<file path="config.mk">
export PLATFORM = sky130hd
export DESIGN_NAME = logic_updown_counter_mod
export DESIGN_NICKNAME = d
export VERILOG_FILES = /design/src/rtl/logic_updown_counter_mod.sv
export SDC_FILE = /design/constraint.sdc
export NUM_CORES = 1
export LEC_CHECK = 0
export BUFFER_PORTS_ARGS = -buffer_cell sky130_fd_sc_hd__clkbuf_2
export CAP_MARGIN = 5
export CORE_AREA = 2 2 39 41
export CTS_CLUSTER_DIAMETER = 50
export CTS_CLUSTER_SIZE = 14
export DETAILED_ROUTE_END_ITERATION = 12
export DIE_AREA = 0 0 41 43
export HOLD_SLACK_MARGIN = 0.03
export PLACE_DENSITY = 0.57
export SYNTH_ARGS = -nofsm -noshare
export SYNTH_HDL_FRONTEND = slang
export SYNTH_SLANG_ARGS = --single-unit
</file>
<file path="constraint.sdc">
create_clock -name CK -period 1.7 [get_ports CK]
set_input_delay 0.17 -clock CK [delete_from_list [all_inputs] [get_ports CK]]
set_output_delay 0.17 -clock CK [all_outputs]
set_load 0.02 [all_outputs]
</file>
<file path="src/rtl/logic_updown_counter_mod.sv">
// logic_updown_counter_mod
// Parametrised synchronous presettable up/down counter with an arbitrary modulus.
// Successor to the 4-bit 74HC161 model. Stages cascade by driving the next
// stage's ENT from this stage's CO.
// Optional feature: define LOGIC_CNT_OVF_EN to add a sticky, registered OVF
// output. OVF is set on any enabled wrap, and cleared by nCLR or nLOAD.
module logic_updown_counter_mod #(
  parameter int WIDTH  = 4,
  parameter int MODULO = 16
) (
  input  logic             CK,
  input  logic             nCLR,
  input  logic             nLOAD,
  input  logic             ENP,
  input  logic             ENT,
  input  logic             UP,
  input  logic [WIDTH-1:0] DATAIN,
  output logic [WIDTH-1:0] COUNTER,
  output logic             CO
`ifdef LOGIC_CNT_OVF_EN
  ,
  output logic             OVF
`endif
);

  if (WIDTH < 1 || WIDTH > 16) begin : g_bad_width
    $error("logic_updown_counter_mod: WIDTH must be 1..16");
  end
  if (MODULO < 2 || MODULO > (1 << WIDTH)) begin : g_bad_modulo
    $error("logic_updown_counter_mod: MODULO must be 2..2**WIDTH");
  end

  // Terminal value, held one bit wider so that MODULO == 2**WIDTH still fits.
  localparam logic [WIDTH:0] MAX_E = (WIDTH+1)'(MODULO - 1);

  // Clamp a load value into the legal range 0..MODULO-1.
  function automatic logic [WIDTH-1:0] clamp_load(input logic [WIDTH-1:0] d);
    logic [WIDTH:0] de;
    de = {1'b0, d};
    if (de > MAX_E) return MAX_E[WIDTH-1:0];
    return d;
  endfunction

  // Modular increment or decrement. The arithmetic is one bit wider and then
  // truncated, so neither the carry nor the borrow can alias.
  function automatic logic [WIDTH-1:0] next_count(input logic [WIDTH-1:0] cur,
                                                  input logic             up);
    logic [WIDTH:0] ce;
    logic [WIDTH:0] r;
    ce = {1'b0, cur};
    if (up) r = (ce == MAX_E) ? '0 : ce + 1'b1;
    else    r = (ce == '0)    ? MAX_E : ce - 1'b1;
    return r[WIDTH-1:0];
  endfunction

  logic [WIDTH-1:0] cnt_p0;
  logic             at_max;
  logic             at_zero;
  logic             term;

  // Count register: clear > load > count > hold.
  always_ff @(posedge CK) begin
    if (!nCLR)             cnt_p0 <= '0;
    else if (!nLOAD)       cnt_p0 <= clamp_load(DATAIN);
    else if (ENP && ENT)   cnt_p0 <= next_count(cnt_p0, UP);
  end

  // Terminal-count detect follows the current direction with no added delay.
  always_comb begin
    at_max  = ({1'b0, cnt_p0} == MAX_E);
    at_zero = (cnt_p0 == '0);
    term    = UP ? at_max : at_zero;
    CO      = ENT & term;
  end

  assign COUNTER = cnt_p0;

`ifdef LOGIC_CNT_OVF_EN
  logic ovf_p0;

  // Sticky wrap flag. Clear and load override a wrap on the same edge.
  always_ff @(posedge CK) begin
    if (!nCLR || !nLOAD)          ovf_p0 <= 1'b0;
    else if (ENP && ENT && term)  ovf_p0 <= 1'b1;
  end

  assign OVF = ovf_p0;
`endif

endmodule

</file>
==> run metrics, run 1 <==
share of Yosys cell area claimed by the top area cell type 0.236; FF-to-FF Start COUNTER[0]$_SDFFE_PN0P_; post-synth top area cell dfxtp_1; Tmin final 1.62 ns; post-synthesis net count slightly above 50; number of port buffers 14; met2 WL ~330 um; die area approximately 1800 um^2; WP data required ~1.5 ns; GP Congestion roughly 0.68; Die H 43 um; total track usage 0.0934; clk buf depth 2; routed vias ~340; vias in the first global route 298; core area ~1400 um^2; Worst Path Max Fanout 7; Clock Latency Late Sink roughly 0.23 ns; Worst-Margin Slew between 0.2 and 0.3 ns; synthesized area per cell just under 9 um^2; Seq/Total Area, Yosys 0.236; initial antenna violation count 0; crit end category output port; CTS tree built; Post-synth EDFFs 0; pin count of the biggest net entering global routing 10; drt drc 0; root buffer cell clkbuf_4; synthesized flop and latch total 4; Layout Skew 0.00417 ns; Antenna diodes 0; crit path capture CO; async set-reset flop share out of synthesis 0; final hold violations 0; Via density a little under 5; top cells by area, synth dfxtp_1 24%, ha_1 7.4%, o211a_1 5.9%, xnor2_1 5.2%, a21oi_1 4.4%; Starting Density 0.245; WL/cell 10.4 um; met3 wire len 52 um; Synth-to-Final Area Change 31.0%; WL met1 between 300 and 400 um; GRT overflow 0; cell row count 14; Yosys cell types 24; antenna-violating nets left 0; placed instance area a little over 400 um^2; die span in x 41 um; Worst Hold Class in2reg; Critical Path Start Type flop; fin crit share 0.954; Final setup viols 0; arrival time at the worst endpoint roughly 1.5 ns; final wirelength between 700 and 800 um; cts hold-fix bufs 0; postcts setup bufs 0; layout cells sized above 1 0.463; H-tree depth 1; r2r endpoint COUNTER[3]$_SDFFE_PN0P_; r2r setup slk ~0.32 ns; Top FF cell, synth dfxtp_1; Largest register FFs 4; # IOs 15; mapped cell area approximately 340 um^2; HPWL Detailed between 500 and 600 um; synth cell count leaders 4 x dfxtp_1, 4 x nand2_1, 3 x a21oi_1; synthesis warning total 0; First DRT Iteration DRCs 4; Static Leakage around 0.00021 uW; FMAX around 620 MHz; minimum hold slack roughly 0.16 ns; Final Instance Area between 400 and 500 um^2; total negative setup slack 0 ns; Critical Path Start COUNTER[0]$_SDFFE_PN0P_; Crit Path Class reg2out; outcome finished, final reports clean; Post-Synthesis Cells 39; first-pass GRT wire length 1130 um; NumNets Final 68; DRT Pass-1 Iters 2; Max Transition Viols Final 0; VDD IR max approximately 0.37 mV; clock-pin slew on the worst setup and hold paths approximately 0.040 ns; total CTS buffers 3; Max-Cap Viols 0; clock sinks 4; worst reg-to-reg path cell count 6; Power Density 747 nW/um^2; Relative slew margins 0.811; Top Layer Used met3
[repair_timing]
action                                  4_1_cts  5_1_grt
pin swaps                                     0        0
endpoints found under the setup margin        1        1
gates resized for setup                       1        3
[worst min-delay path by stage]
stage | startpoint | endpoint | cells past startpoint
2_1_floorplan | DATAIN[0] | COUNTER[0]$_SDFFE_PN0P_ | 1
3_3_place_gp | DATAIN[1] | COUNTER[1]$_SDFFE_PN0P_ | 2
3_5_place_dp | DATAIN[0] | COUNTER[0]$_SDFFE_PN0P_ | 2
4_1_cts | DATAIN[0] | COUNTER[0]$_SDFFE_PN0P_ | 2
5_1_grt | DATAIN[1] | COUNTER[1]$_SDFFE_PN0P_ | 2
6_report | DATAIN[1] | COUNTER[1]$_SDFFE_PN0P_ | 2
[placed cells by master, fill, tap and decap left out, types with 2 or more instances in the layout]
cell type and n:
inv_1 2, a21oi_1 3, xnor2_1 2, nand2_1 4
clkbuf_4 3, o21ai_0 2, a31oi_1 2, o211a_1 2
nor3_1 2, dfxtp_1 2, clkbuf_2 14
[cell type report]
class / count / area, um^2
multi-input cells: 31 / 239
repair buffers: 14 / 70.1
flip-flops and latches: 4 / 85.1
clock buffers: 3 / 22.5
fillers: 158 / 940
well taps: 16 / 20.0
inverters: 2 / 7.51
[through the flow]
| step | cells | util | worst slack (ns) | power, uW |
|---|---|---|---|---|
| 3_3_place_gp | 67 | 0.299 | 0.199 | 214 |
| 3_5_place_dp | 67 | 0.299 | 0.167 | 215 |
| 2_1_floorplan | 39 | - | 0.146 | 188 |
| 5_1_grt | 70 | 0.321 | -0.00616 | 357 |
| 4_1_cts | 70 | 0.316 | 0.0234 | 333 |
| 6_report | 70 | 0.321 | 0.0776 | 332 |
[logic make-up (layout without fill, tap and decap cells)]
family	after synthesis	count (layout)	synth area share
DFF	4	4	0.236
adders and majority gates	2	2	0.0738
AOI/OAI and AO/OA	17	17	0.399
and+or+nand+nor	9	9	0.148
xor gates and xnor gates	3	3	0.0775
buffers and inverters	4	19	0.0664
[power by group]
part / leakage (uW) / switching [uW] / internal (uW)
sequential: 0.0000342 / 15.2 / 103
combinational: 0.000164 / 51.2 / 46.5
clock: 0.0000138 / 37.4 / 78.9
total: 0.000212 / 104 / 228
[worst max-delay path: stages, from the launching register on]
cell and delay, ns:
dfxtp_4 0.36, inv_1 0.09, ha_2 0.21, nand2b_4 0.06, nor3_1 0.14, a41oi_1 0.07
nor2b_1 0.13, clkbuf_2 0.17
[metal layers]
layer / vias up / track usage
li1: 174 / -
met1: 151 / 0.129
met2: 12 / 0.128
met3: 0 / 0.0157
met4: 0 / 0.0600
met5: - / 0
No activity file was read; power rests on OpenSTA's default activity.
==> inputs of run 2 (changes only) <==
- GPL_TIMING_DRIVEN: unset -> 0
- clock period: 1.7 -> 1.5 ns (I/O delays scaled with it)
==> run 2 against run 1 <==
Via count rose by 3.6%. First-iteration DRC count fell by 25%. Design area rose by 11%. Clock power rose by 11%. Critical path depth did not move. Die area did not move. Worst setup slack got worse by 0.029 ns. Critical path type unchanged. Largest cell class unchanged. Largest power group is now combinational logic.
==> run metrics, run 2 (synthesis results as in run 1) <==
outcome finished, final reports clean; clock network power share 0.328 (-0.022); H-tree depth 1 (unchanged); Layout Skew 0.000128 ns (-0.00404 ns); commonest non-fill, non-tap cells in the layout 12 x clkbuf_2, 4 x nand2_1, 3 x a21oi_1, 3 x clkbuf_4, 3 x buf_4; die area 1760 um^2 (unchanged); Final setup viols 0 (unchanged); Cell Int Power 272 uW (+19%); final wirelength 733 um (+0.83%); die span in x 41 um (unchanged); Antenna diodes 0 (unchanged); final worst slack 0.0488 ns (-0.0289 ns); Critical Path Start COUNTER[1]$_SDFFE_PN0P_; crit end category output port; Net Switching 122 uW (+17%); first-pass GRT wire length 1180 um (+4.2%); FF-to-FF Start COUNTER[1]$_SDFFE_PN0P_; core area 1380 um^2 (unchanged); Power Density 797 nW/um^2 (+6.6%); WL met1 347 um (+0.87%); Worst Hold Class in2reg; Clock Latency Late Sink 0.23 ns (about the same); clock sinks 4 (unchanged); # IOs 15 (unchanged); cell row count 14 (unchanged); Top Layer Used met4; CTS tree built; Relative slew margins 0.757 (-0.0548); clock-pin slew on the worst setup and hold paths 0.04 ns (about the same); Tmin final approximately 1.5 ns; Final Util 0.357 (+0.0362); Via density 4.78 (-0.70%); r2r endpoint COUNTER[3]$_SDFFE_PN0P_; clk buf depth 2 (unchanged); total track usage 0.0974 (+0.00402); Crit Path Class reg2out; met2 WL 338 um (+2.4%); post-place setup slack 0.0398 ns (-0.127 ns); pin count of the biggest net entering global routing 10 (unchanged); WL/cell 10.0 um (-3.3%); HPWL Detailed 563 um (-0.39%); most common cell after layout, fill and taps aside clkbuf_2; GP Congestion 0.641 (-5.1%); initial antenna violation count 0 (unchanged); crit path capture CO; final hold violations 0 (unchanged); DRT Pass-1 Iters 2 (unchanged); total negative setup slack 0 ns (unchanged); Max Transition Viols Final 0 (unchanged); number of port buffers 13 (-1); vias in the first global route 304 (+2.0%); Starting Density 0.245 (unchanged); RSZ-0062 raised after global routing yes; worst reg-to-reg path cell count 6 (unchanged); routed vias 349 (+3.6%); arrival time at the worst endpoint 1.30 ns (-0.15 ns); total CTS buffers 3 (unchanged); minimum hold slack 0.139 ns (-0.0252 ns); VDD IR max 0.312 mV (-16%); Flop pwr share 0.332 (-0.023); cts hold-fix bufs 0 (unchanged); Critical Path Start Type flop; Static Leakage 0.000232 uW (+9.1%); GRT overflow 0 (unchanged); Worst Path Max Fanout 7 (unchanged); Final Instance Area 494 um^2 (+11%); Synth-to-Final Area Change 45.8%; Die H 43 um (unchanged); WP data required 1.35 ns (-0.18 ns); r2r setup slk 0.19 ns (-0.13 ns); Switching Share 0.309 (-0.00391); Max-Cap Viols 0 (unchanged); Largest register FFs 4 (unchanged); Filler Cells Inserted 151 (-4.4%); First DRT Iteration DRCs 3 (-1); fin crit share 0.967; layout cells sized above 1 0.526 (+0.0634); combinational share of power 0.341 (+0.047); root buffer cell clkbuf_4; FMAX just under 700 MHz; Worst-Margin Slew 0.365 ns (+0.0826 ns); placed instance area 427 um^2 (+3.0%); drt drc 0 (unchanged); antenna-violating nets left 0 (unchanged); met3 wire len 40 um (-23%); NumNets Final 71 (+4.4%)
## run 2: changes by cell type in the layout (fill, tap and decap cells not counted), sizes merged
cell and change:
clkbuf -1, buf +4
## run 2: area by class of cell
class / count / area (um^2) / area share
flip-flops and latches: 4 / 87.6 / 0.177
multi-input cells: 31 / 254 / 0.514
inverters: 2 / 12.5 / 0.0253
clock buffers: 3 / 22.5 / 0.0456
well taps: 16 / 20.0 / 0.0405
plain buffers: 2 / 15.0 / 0.0304
repair buffers: 15 / 82.6 / 0.167
## run 2: repair_timing
action / in CTS / in global routing
setup endpoints to repair: 1 / 1
setup buffers: 0 / 2
pin swaps: 1 / 0
resized for setup: 9 / 2
## run 2: layer usage
metal  GRT usage  vias up
met1       0.141      155
met4      0.0800        0
met3      0.0157        2
met5           0        -
li1            -      182
met2       0.119       10
## run 2: worst min-delay path by stage
| stage | startpoint | end | slack (ns) | depth (start not counted) |
|---|---|---|---|---|
| CTS | DATAIN[0] | COUNTER[0]$_SDFFE_PN0P_ | 0.13 | 2 |
| global placement | DATAIN[0] | COUNTER[0]$_SDFFE_PN0P_ | 0.38 | 2 |
| floorplan | DATAIN[0] | COUNTER[0]$_SDFFE_PN0P_ | 0.29 | 1 |
| finish | DATAIN[0] | COUNTER[0]$_SDFFE_PN0P_ | 0.14 | 2 |
| detailed placement | DATAIN[0] | COUNTER[0]$_SDFFE_PN0P_ | 0.38 | 2 |
| global route | DATAIN[0] | COUNTER[0]$_SDFFE_PN0P_ | 0.14 | 2 |
## run 2: through the flow
stage	std cells	total power, uW
after floorplan	39	214
after global placement	68	248
after detailed placement	68	250
after CTS	71	398
after global routing	73	421
final	73	394
## run 2: power groups by stage
stage | clock (uW) | combinational (uW) | sequential (uW)
global route | 140 | 148 | 133
floorplan | 0 | 72.7 | 141
CTS | 138 | 127 | 132
finish | 129 | 134 | 131
global placement | 0 | 115 | 132
detailed placement | 0 | 116 | 133
## run 2: worst max-delay path: stages, from the launching register on
cell	delay [ns]
dfxtp_4	0.38
inv_4	0.04
ha_4	0.16
nand2b_4	0.07
nor3_2	0.04
a41oi_1	0.17
nor2b_1	0.06
buf_4	0.15
